--- config.mk ---
export PLATFORM = sky130hd
export DESIGN_NAME = mult32_seq
export DESIGN_NICKNAME = d
export VERILOG_FILES = /design/src/rtl/mult32_seq_pkg.sv /design/src/rtl/mult32_seq_adder32.sv /design/src/rtl/mult32_seq.sv
export SDC_FILE = /design/constraint.sdc
export NUM_CORES = 1
export LEC_CHECK = 0
export ABC_AREA = 1
export CORE_MARGIN = 3
export CORE_UTILIZATION = 55
export DETAILED_ROUTE_END_ITERATION = 6
export PLACE_DENSITY = 0.94
export SLEW_MARGIN = 0
export SYNTH_ARGS = -nofsm -noshare
export SYNTH_HDL_FRONTEND = slang
export SYNTH_HIERARCHICAL = 1
export SYNTH_SLANG_ARGS = --single-unit
--- constraint.sdc ---
create_clock -name clk -period 4.95 [get_ports clk]
set_clock_uncertainty 0.15 [all_clocks]
set_input_delay 0.99 -clock clk [delete_from_list [all_inputs] [get_ports clk]]
set_output_delay 0.99 -clock clk [all_outputs]
set_load 0.1 [all_outputs]
--- src/rtl/mult32_seq_pkg.sv ---
// Shared constants for the iterative shift-and-add multiplier: operand width,
// FSM state encoding and the start-to-done latency in clock cycles.
package mult32_seq_pkg;

    // Operand width; the product is twice this wide.
    localparam int WIDTH = 32;

    // Iteration counter width; 2**CNT_W must exceed WIDTH.
    localparam int CNT_W = 6;

    // FSM state encoding.
    localparam logic [1:0] ST_IDLE = 2'd0;
    localparam logic [1:0] ST_RUN  = 2'd1;
    localparam logic [1:0] ST_DONE = 2'd2;

    // Cycles from the accepting edge of start to the cycle in which done is high.
    localparam int MUL_LAT = 33;

endpackage

--- src/rtl/mult32_seq_adder32.sv ---
// Unsigned W-bit adder with carry in and carry out. This is the single
// arithmetic element that the multiplier reuses on every iteration.
module adder32 #(
    parameter int W = 32
) (
    input  logic [W-1:0] a,
    input  logic [W-1:0] b,
    input  logic         Cin,
    output logic [W-1:0] Sum,
    output logic         Cout
);

    // Full-width add; the carry out is the extra top bit of the result.
    assign {Cout, Sum} = {1'b0, a} + {1'b0, b} + {{W{1'b0}}, Cin};

endmodule

--- src/rtl/mult32_seq.sv ---
// Unsigned WIDTH x WIDTH -> 2*WIDTH iterative multiplier. One add/shift step
// per clock for WIDTH cycles, then a single-cycle done pulse. The {hi, lo}
// register pair is the product output; it holds until the next accepted start.
module mult32_seq
    import mult32_seq_pkg::*;
#(
    parameter int WIDTH = mult32_seq_pkg::WIDTH,
    parameter int CNT_W = mult32_seq_pkg::CNT_W
) (
    input  logic                 clk,
    input  logic                 rst,
    input  logic                 start,
    input  logic [WIDTH-1:0]     a,
    input  logic [WIDTH-1:0]     b,
    output logic [2*WIDTH-1:0]   product,
    output logic                 busy,
    output logic                 done
);

    logic [1:0]       r_state;
    logic [CNT_W-1:0] r_cnt;
    logic [WIDTH-1:0] r_mcand;
    logic [WIDTH-1:0] r_hi;
    logic [WIDTH-1:0] r_lo;

    logic [WIDTH-1:0] w_addend;
    logic [WIDTH-1:0] w_sum;
    logic             w_c;

    // Partial-product selection: add the multiplicand only when the current
    // multiplier bit (the LSB of lo, which shifts right each step) is set.
    assign w_addend = r_lo[0] ? r_mcand : '0;

    adder32 #(
        .W    (WIDTH)
    ) u_adder (
        .a    (r_hi),
        .b    (w_addend),
        .Cin  (1'b0),
        .Sum  (w_sum),
        .Cout (w_c)
    );

    // FSM, iteration counter and datapath registers. In RUN the 65-bit value
    // {c, sum, lo} is shifted right by one, so the adder carry lands in the
    // MSB of hi instead of being lost.
    always_ff @(posedge clk) begin
        if (rst) begin
            r_state <= ST_IDLE;
            r_cnt   <= '0;
            r_mcand <= '0;
            r_hi    <= '0;
            r_lo    <= '0;
        end else begin
            case (r_state)
                ST_IDLE: begin
                    if (start) begin
                        r_mcand <= a;
                        r_hi    <= '0;
                        r_lo    <= b;
                        r_cnt   <= '0;
                        r_state <= ST_RUN;
                    end
                end
                ST_RUN: begin
                    r_hi  <= {w_c, w_sum[WIDTH-1:1]};
                    r_lo  <= {w_sum[0], r_lo[WIDTH-1:1]};
                    r_cnt <= r_cnt + CNT_W'(1);
                    if (r_cnt == CNT_W'(WIDTH - 1)) begin
                        r_state <= ST_DONE;
                    end
                end
                ST_DONE: begin
                    r_state <= ST_IDLE;
                end
                default: begin
                    r_state <= ST_IDLE;
                end
            endcase
        end
    end

    assign product = {r_hi, r_lo};
    assign busy    = (r_state != ST_IDLE);
    assign done    = (r_state == ST_DONE);

endmodule
# Word level (Yosys, flattened, before mapping)
# Index checks and enable logic that the tools add are counted.
# word_totals
reg_bits	104
in_bits	67
output_inout_bits	66
wordCells	28
# classes
add_sub_neg	2
n_eq_ne	5
n_mux	10
reduce_logical	6
# op_table
op	n
$pmux W32 S2	2
$mux W32	3
$add A32 B32 Y33	1
$pmux W6 S2	1
$add A6 B1 Y6 const B	1
$eq A6 B5 Y1 const B	1
$mux W6	1
$reduce_and A2 Y1	3
$mux W2	2
$ne A2 B2 Y1 const B	2
$pmux W2 S2	1
$reduce_bool A2 Y1	2
$eq A2 B1 Y1 const B	1
$eq A2 B2 Y1 const B	1
$logic_not A2 Y1	1

# Logic depth before layout (Yosys ltp)
# Gate-level depths: netlist of the first run.
# depth
ltp_word	3
mapped_depth	18

# By module
# Netlist of the first run, hierarchy kept.
# modules_own_cells
module	instances	cells_each	area_per_inst_um2	seq_area_each_um2
mult32_seq	1	645	4425.5	2082.0
adder32	1	505	2393.5	0.0

# Worst setup path before layout of the first run
# No wires, ideal clock.
# synth_timing
path_type	register -> register
startpoint	register r_lo[0]
endpoint	register r_hi[27]
setup_ns	0.132
arrival_time_ns	2.836
t_required_ns	4.668
slack_ns	1.832
path_stages_with_launch	19
n_path_buf	2
period_less_slack_ns	3.118
cell_sequence	dfxtp_1 > clkbuf_1 > clkbuf_1 > nand2_1 > inv_1 > fa_1 > fa_1 > nand3_1 > nand3_1 > nand2_1 > nand2_2 > nand2_1 > nand2_2 > nand2_1 > nand2_1 > nand2_1 > nand2_1 > nand2_1 > a21oi_1
# synth_via
elab_chain_cells	3
# synth_rtl
item	line_no	rtl
from (decl)	mult32_seq.sv:24	logic [WIDTH-1:0] r_lo;
from (signal assigned)	mult32_seq.sv:67	r_lo <= {w_sum[0], r_lo[WIDTH-1:1]};
$mux W32	mult32_seq.sv:32	assign w_addend = r_lo[0] ? r_mcand : '0;
via w_addend[0]	mult32_seq.sv:26	logic [WIDTH-1:0] w_addend;
$add A32 B32 Y33	mult32_seq_adder32.sv:14	assign {Cout, Sum} = {1'b0, a} + {1'b0, b} + {{W{1'b0}}, Cin};
via w_sum[28]	mult32_seq.sv:27	logic [WIDTH-1:0] w_sum;
$pmux W32 S2	mult32_seq.sv:55	case (r_state)
to (signal assigned)	mult32_seq.sv:66	r_hi <= {w_c, w_sum[WIDTH-1:1]};
to (decl)	mult32_seq.sv:23	logic [WIDTH-1:0] r_hi;
# The timed path passes the listed nets, and every way through them passes these cells.
# A chain may end at the register's enable or synchronous reset.

# Final worst setup path of the first run
# layout_timing
startpoint	register r_state[1]
endpoint	output done
# layout_via
elab_chain_cells	1
# layout_rtl
item	line_no	rtl
from (decl)	mult32_seq.sv:20	logic [1:0] r_state;
from (signal assigned)	mult32_seq.sv:49	r_state <= ST_IDLE;
from (signal assigned)	mult32_seq.sv:62	r_state <= ST_RUN;
from (signal assigned)	mult32_seq.sv:70	r_state <= ST_DONE;
$eq A2 B2 Y1	mult32_seq.sv:85	assign done = (r_state == ST_DONE);
to (decl)	mult32_seq.sv:17	output logic done
# No other way between the ends.

==> impl_metrics.json, run 1 <==
{
  "maxSlewHeadroom_pct": 26.42,
  "synth_cell_type_count": 32,
  "track_usage_pct": 26.04,
  "nets": 1360,
  "cp_top_family": "buffers and inverters",
  "synth_seq_cells": 104,
  "finalSetupViolations": 0,
  "synthFlopType": "dfxtp_1",
  "seq_area_frac_synth_pct": 30.53,
  "wirelength_um": 18140,
  "finalInstanceArea_um2": 8483,
  "hold_class": "reg -> reg",
  "max_freq_ghz": 0.2955,
  "cts_made_buffers": 9,
  "layout_commonest_cell": "nand2_1",
  "p_total_mw": 2.179,
  "grt_start_max_net_pins": 70,
  "critical_path.slowest_cell": "clkdlybuf4s50_1",
  "grt_pass1_wl_um": 30260,
  "die-area_um2": 13770,
  "status": "completed",
  "min_period_ps": 3384,
  "cp-end-kind": "output port",
  "crit_chain": "inv_1 > nor2_1 > clkdlybuf4s50_1",
  "setup.worst_path.class": "reg -> out",
  "htreeDepth": 3,
  "synthArstFlopShare_pct": 0,
  "antenna_found_initial": 0,
  "pin_count": 133,
  "yosysWarnings": 6,
  "clkSinkCount": 104,
  "holdBufCountCts": 0,
  "synth_cells": 1150,
  "core-area_um2": 12060,
  "drt-initial-drc-count": 499,
  "antenna_left": 0,
  "clockBufferDepth": 2,
  "final_core_util_pct": 70.33,
  "dpl_cell_area_um2": 8188,
  "dpl.hpwl_um": 13370,
  "row_count": 40,
  "die_h_um": 117.3,
  "power_density_nw_per_um2": 256.8,
  "total_leakage_power_nw": 4.441,
  "root_buffer": "clkbuf_16",
  "port_buffers": 132,
  "drc": 0,
  "grt-ovfl-total": 0,
  "gp_congestion": 0.9634,
  "rsz0062_at_grt": "false",
  "via_per_inst": 4.969,
  "crit_path_max_fanout": 4,
  "multi_input_area_um2": 3824,
  "drive_gt1_share_pct": 2.692,
  "syn_to_final_growth_pct": 24.40,
  "fin_tns_setup_ps": 0,
  "path_clk_slew_ps": 70,
  "peakVddDrop_mv": 0.1990,
  "synth-edff-count": 0,
  "floorplan.initialDensity_pct": 56.54,
  "cp_slowest_stage_delay_ps": 1160,
  "register_area_um2": 2082,
  "syn_area_um2": 6819,
  "tightest_slew_ps": 1103,
  "worstSkewPairLatency_ps": 360,
  "maxCapViolations": 0,
  "diodes": 0,
  "finalMaxSlewViolations": 0,
  "fp.dieW_um": 117.3,
  "synthesis.nets": 1251,
  "post-route-period-util_pct": 68.36,
  "dr.pass1.iters": 5,
  "cts_resized": 0,
  "wire_per_inst_um": 12.67,
  "nFillCells": 1047,
  "critPathLaunchType": "flip-flop",
  "cts_tree": "built",
  "post_cts_buffers": 0,
  "grt_pass1_vias": 6719,
  "synth_area_per_cell_um2": 5.930,
  "cp_num_buf_inv": 2,
  "crit_required_ps": 3810,
  "hold_viol": 0,
  "vias": 7110,
  "final_cell_mix": "438 x nand2_1, 188 x inv_1, 143 x nor2_1, 132 x clkdlybuf4s50_1, 104 x dfxtp_1",
  "crit_arrival_ps": 2240
}
-- worst min-delay path: cells and delay by family, from the launching register on --
family	cells	cell delay [ps]
flip-flops	1	330
AND/OR/NAND/NOR	2	130
-- kinds of logic after synthesis --
group	share of synthesized area, %
other cells	0.05499
compound gates	7.431
buf+inv	13.50
simple gates	40.09
flops	30.53
xor+xnor	1.927
fa+ha+maj	6.459
-- cell usage after synthesis (2+ instances only) --
library cell / count / area share [%]
xor2_1: 14 / 1.8
buf_2: 18 / 1.3
o21ai_0: 37 / 2.7
nor2_2: 3 / 0.28
a21oi_1: 58 / 4.3
buf_4: 2 / 0.22
ha_1: 32 / 5.9
inv_1: 188 / 10
clkbuf_1: 13 / 0.72
dfxtp_1: 104 / 31
buf_6: 4 / 0.66
nor3b_1: 33 / 3.6
inv_2: 2 / 0.11
nor2_1: 143 / 7.9
nand2_2: 7 / 0.64
nor3_1: 7 / 0.51
nand2_1: 438 / 24
nand4_1: 6 / 0.55
nand3_1: 27 / 2.0
fa_1: 2 / 0.59
-- layer usage --
metal  global-route usage [%]  up-vias  wire [µm]
met4                    9.971        0        421
met3                    7.040       31       1506
li1                         -     3674          -
met1                    30.60     3183       7668
met5                        0        -          0
met2                    45.30      222       8540
-- area by class of cell --
class                      instances  area share (%)
sequential                       104           24.54
tap                              168           2.478
inverter                         190           8.407
timing repair buffer             137           16.02
multi-input combinational        817           45.07
clock inverter                     4          0.6195
clock buffer                      11           2.861
-- final timing paths --
| kind | slack, ps | cells past startpoint | start | endpoint |
|---|---|---|---|---|
| worst max-delay path | 1570 | 3 | r_state[1] | done |
| worst min-delay path | 330 | 2 | r_mcand[0] | r_mcand[0] |
| worst max register to register | 2050 | 16 | r_lo[0] | r_hi[19] |
| worst min register to register | 330 | 2 | r_mcand[0] | r_mcand[0] |
-- sequential cells by signal (all words and copies together) (netlist names) --
register and cells:
r_hi 32, r_state 2, r_lo 32, r_cnt 6
r_mcand 32
-- through the flow --
step,hold WS [ps],worst slack [ps],instances
after floorplan,287.1,1832,1150
after global placement,311.9,1809,1416
after detailed placement,321.4,1787,1416
after CTS,334.2,1550,1431
after global routing,350.8,1477,1431
final,333.8,1566,1431
-- where the power goes --
part / leakage (nW) / internal [mW] / total, mW / switching, mW
sequential: 0.854 / 0.886 / 0.915 / 0.0286
clock: 0.146 / 0.406 / 0.729 / 0.323
combinational: 3.44 / 0.162 / 0.535 / 0.372
(Power assumes the default switching activity.)
==> run 2: changes to the inputs <==
CORE_UTILIZATION = 53   (was 55)
PLACE_DENSITY = 0.91   (was 0.94)
clock period = 3.12 ns   (was 4.95 ns; I/O delays follow)
==> run 2 against run 1 <==
Net effect:
- non-clock buffer count grew 6
- power rose by 60%
- sequential power increased by 58%
- utilization down 2.0 points
- count of clock-buffer cells in the layout shrank 1
- worst setup slack worse by 960 ps
- critical path depth up 11
- final area is 0.86% lower
- wire length rose by 2.1%
- largest power group unchanged
- global-route usage grew 0.31 points
- largest cell class unchanged
==> impl_metrics.json, run 2 (synthesis results as in run 1) <==
{
  "dr.pass1.iters": 5,
  "post-route-period-util_pct": 80.70,
  "cts_resized": 0,
  "vias": 7109,
  "antenna_left": 0,
  "dpl.hpwl_um": 13850,
  "core-area_um2": 12310,
  "hold_viol": 0,
  "total_leakage_power_nw": 4.603,
  "crit_path_max_fanout": 4,
  "via_per_inst": 4.947,
  "grt_pass1_vias": 6638,
  "htreeDepth": 3,
  "post_cts_buffers": 0,
  "layout_commonest_cell": "nand2_1",
  "fp.dieW_um": 119.4,
  "peakVddDrop_mv": 0.4141,
  "critical_path.slowest_cell": "fa_1",
  "maxCapViolations": 0,
  "fin_tns_setup_ps": 0,
  "holdBufCountCts": 0,
  "p_total_mw": 3.476,
  "root_buffer": "clkbuf_16",
  "track_usage_pct": 26.35,
  "pin_count": 133,
  "finalMaxSlewViolations": 0,
  "cp-end-kind": "flip-flop",
  "diodes": 0,
  "path_clk_slew_ps": 70,
  "crit_chain": "nand2_1 > inv_1 > fa_1 > fa_1 > nand3_1 > nand3_1 > nand2_1 > nand2_2 > nand3_1 > nand3_1 > nand2_1 > nand2_1 > nand2_1 > a21oi_1",
  "nets": 1366,
  "cp_top_family": "adder cells",
  "cp_num_buf_inv": 1,
  "cts_made_buffers": 9,
  "final_cell_mix": "438 x nand2_1, 188 x inv_1, 143 x nor2_1, 104 x dfxtp_1, 74 x buf_4",
  "dpl_cell_area_um2": 8105,
  "cp_common_cell": "nand2_1",
  "min_period_ps": 2518,
  "rsz0062_at_grt": "false",
  "critPathLaunchType": "flip-flop",
  "grt_start_max_net_pins": 59,
  "power_density_nw_per_um2": 413.3,
  "die_h_um": 119.4,
  "clkSinkCount": 104,
  "max_freq_ghz": 0.3972,
  "row_count": 40,
  "crit_required_ps": 3200,
  "gp_congestion": 0.9989,
  "nFillCells": 1113,
  "die-area_um2": 14260,
  "status": "completed",
  "hold_class": "reg -> reg",
  "crit_arrival_ps": 2600,
  "clockBufferDepth": 2,
  "drt-initial-drc-count": 402,
  "worstSkewPairLatency_ps": 360,
  "finalInstanceArea_um2": 8411,
  "antenna_found_initial": 0,
  "drc": 0,
  "wirelength_um": 18520,
  "cts_tree": "built",
  "syn_to_final_growth_pct": 23.34,
  "finalSetupViolations": 0,
  "cp_slowest_stage_delay_ps": 460,
  "port_buffers": 132,
  "grt-ovfl-total": 0,
  "floorplan.initialDensity_pct": 55.39,
  "largestRegisters": "r_hi (32), r_lo (32), r_mcand (32)",
  "setup.worst_path.class": "reg -> reg",
  "wire_per_inst_um": 12.89,
  "drive_gt1_share_pct": 8.432,
  "grt_pass1_wl_um": 31040
}
run 2: worst paths after layout:
| kind | startpoint | depth (start not counted) | endpoint | slack (ps) |
|---|---|---|---|---|
| min reg2reg | r_cnt[5] | 1 | r_state[1] | 330 |
| min | r_cnt[5] | 1 | r_state[1] | 330 |
| max reg2reg | r_lo[0] | 14 | r_hi[31] | 600 |
| max | r_lo[0] | 14 | r_hi[31] | 600 |
run 2: area by class of cell:
class | instances | area [µm²] | area share (%)
Sequential cell | 104 | 2082 | 24.75
Timing Repair Buffer | 143 | 1276 | 15.17
Multi-Input combinational cell | 817 | 3824 | 45.46
Inverter | 190 | 713.2 | 8.480
Clock buffer | 10 | 239.0 | 2.841
Clock inverter | 5 | 66.31 | 0.7885
Tap cell | 168 | 210.2 | 2.499
run 2: per-stage QoR:
step / std cells / setup slack (ps) / util (%) / hold WS [ps]
5_1_grt: 1437 / 391.6 / 68.31 / 352.2
3_5_place_dp: 1422 / 640.0 / 65.83 / 316.7
4_1_cts: 1437 / 621.4 / 68.31 / 324.5
2_1_floorplan: 1150 / 1.823 / - / 287.1
3_3_place_gp: 1422 / 684.7 / 65.83 / 311.7
6_report: 1437 / 602.2 / 68.31 / 325.8
run 2: metal layers:
layer	global-route usage (%)	up-vias	share of wire (%)
met4	8.733	0	2.3
met5	0	-	0
met2	44.30	195	47
met3	7.502	31	7.4
li1	-	3689	-
met1	32.43	3194	44
run 2: power by group:
part / switching (mW) / total [mW] / internal (mW)
registers: 0.0462 / 1.45 / 1.41
clock network: 0.530 / 1.18 / 0.648
logic: 0.593 / 0.846 / 0.253
==> run 3: changes to the inputs <==
clock period = 2.4 ns   (was 3.12 ns; I/O delays follow)
==> run 3 against run 2 <==
Net effect:
- utilization up 3.6 points
- via count up 1.2%
- largest power group unchanged
- non-clock buffer count up 8
- combinational power up 35%
- largest cell class unchanged
- sequential share of layout area down 0.92 points
==> impl_metrics.json, run 3 (synthesis results as in run 1) <==
{
  "port_buffers": 132,
  "fin_ws_ps": 38.02,
  "core-area_um2": 12310,
  "routedLengthMet1_um": 8123,
  "diodes": 0,
  "drt-initial-drc-count": 434,
  "rsz0062_at_grt": "true",
  "dpl.hpwl_um": 14180,
  "fin_tns_setup_ps": 0,
  "root_buffer": "clkbuf_16",
  "grt_pass1_vias": 6527,
  "peakVddDrop_mv": 0.6359,
  "hold_class": "reg -> reg",
  "crit_path_max_fanout": 4,
  "wirelength_um": 19610,
  "crit_required_ps": 2530,
  "final_cell_mix": "424 x nand2_1, 187 x inv_1, 135 x nor2_1, 83 x dfxtp_1, 77 x buf_4",
  "clkSinkCount": 104,
  "layout_commonest_cell": "nand2_1",
  "worstSkewPairLatency_ps": 360,
  "p_total_mw": 4.467,
  "total_leakage_power_nw": 4.641,
  "hold_viol": 0,
  "grt-ovfl-total": 0,
  "antenna_left": 0,
  "dp.cells": 1427,
  "hold_depth": 2,
  "fin_cells": 1446,
  "die_h_um": 119.4,
  "nets": 1374,
  "max_freq_ghz": 0.4234,
  "finalSetupViolations": 0,
  "syn_to_final_growth_pct": 29.87,
  "r2r-end": "r_hi[15]",
  "hp-start": "r_hi[21]",
  "pre_cts_ws_ps": 37.95,
  "grt_start_max_net_pins": 71,
  "crit_arrival_ps": 2500,
  "reg2regPathDepth": 13,
  "wl_met2_um": 9484,
  "status": "completed",
  "fp.dieW_um": 119.4,
  "row_count": 40,
  "vias": 7193,
  "dr.max_layer_used": "met4",
  "finalInstanceArea_um2": 8856,
  "holdBufCountCts": 0,
  "dr_wl_met3_um": 1683,
  "floorplan.initialDensity_pct": 55.39,
  "htreeDepth": 3,
  "min_delay_worst_endpoint": "r_hi[21]",
  "pin_count": 133,
  "dr.pass1.iters": 5,
  "cp-end-kind": "flip-flop",
  "min_period_ps": 2362,
  "drc": 0,
  "wire_per_inst_um": 13.56,
  "track_usage_pct": 25.70,
  "final_core_util_pct": 71.93,
  "drive_gt1_share_pct": 15.10,
  "gp_congestion": 0.9864,
  "via_per_inst": 4.974,
  "path_clk_slew_ps": 70,
  "antenna_found_initial": 0,
  "nFillCells": 1057,
  "maxCapViolations": 0,
  "reg2reg_from": "r_lo[0]",
  "cts_tree": "built",
  "setup.worst_path.class": "reg -> reg",
  "die-area_um2": 14260,
  "finalMaxSlewViolations": 0,
  "largestRegisters": "r_hi (32), r_lo (32), r_mcand (32)",
  "power_density_nw_per_um2": 504.4,
  "grt_pass1_wl_um": 30180,
  "post-route-period-util_pct": 98.42,
  "dpl_cell_area_um2": 8227,
  "cts_made_buffers": 9,
  "critPathLaunchType": "flip-flop",
  "rrSetupSlack_ps": 40,
  "clockBufferDepth": 2,
  "whs_ps": 323.5
}
-- run 3: changes by cell type in the layout (fill, tap and decap cells not counted), sizes merged --
cell | previous run | this run
buf | 77 | 85
bufinv | 1 | 0
clkbuf | 10 | 11
inv | 191 | 192
-- run 3: worst max-delay path, cell delays in order (launching register included) --
cell and delay (ps):
dfxtp_4 370, nand2_2 60, inv_2 40, fa_2 360
fa_2 400, nand3_2 110, nand3_2 80, nand2_1 90
nand2_2 80, nand2_1 90, nand3b_1 90, xor2_1 150
nand2_1 70, a21oi_1 170
-- run 3: routing by layer --
layer  vias to the layer above  track usage, %
li1                       3703               -
met1                      3235           31.02
met2                       226           43.59
met3                        29           8.927
met4                         0           6.800
met5                         -               0
-- run 3: final cells by class --
type | count | area [µm²] | share of cell area [%]
clock inverters | 5 | 38.79 | 0.4380
repair buffers | 151 | 1390 | 15.70
well taps | 168 | 210.2 | 2.374
multi-input cells | 817 | 4150 | 46.86
inverters | 190 | 713.2 | 8.053
flip-flops and latches | 104 | 2111 | 23.83
clock buffers | 11 | 242.7 | 2.741
-- run 3: how the worst max path moves through the flow --
stage          cells past startpoint        to  slack [ps]  startpoint
2_1_floorplan                     11  r_hi[27]         -10    r_hi[27]
5_1_grt                           16  r_hi[19]        -100     r_lo[0]
4_1_cts                           16  r_hi[19]          20     r_lo[0]
3_3_place_gp                      14  r_hi[16]          80     r_lo[0]
6_report                          13  r_hi[15]          40     r_lo[0]
3_5_place_dp                      16  r_hi[19]          40     r_lo[0]
-- run 3: where the power goes --
part / switching (mW) / internal [mW]
Sequential: 0.0664 / 1.83
Combinational: 0.782 / 0.360
Clock: 0.689 / 0.741
-- run 3: what timing repair did --
action | 4_1_cts | 5_1_grt
setup endpoints to repair | 0 | 22
gates resized for setup | 0 | 64
setup buffers | 0 | 3
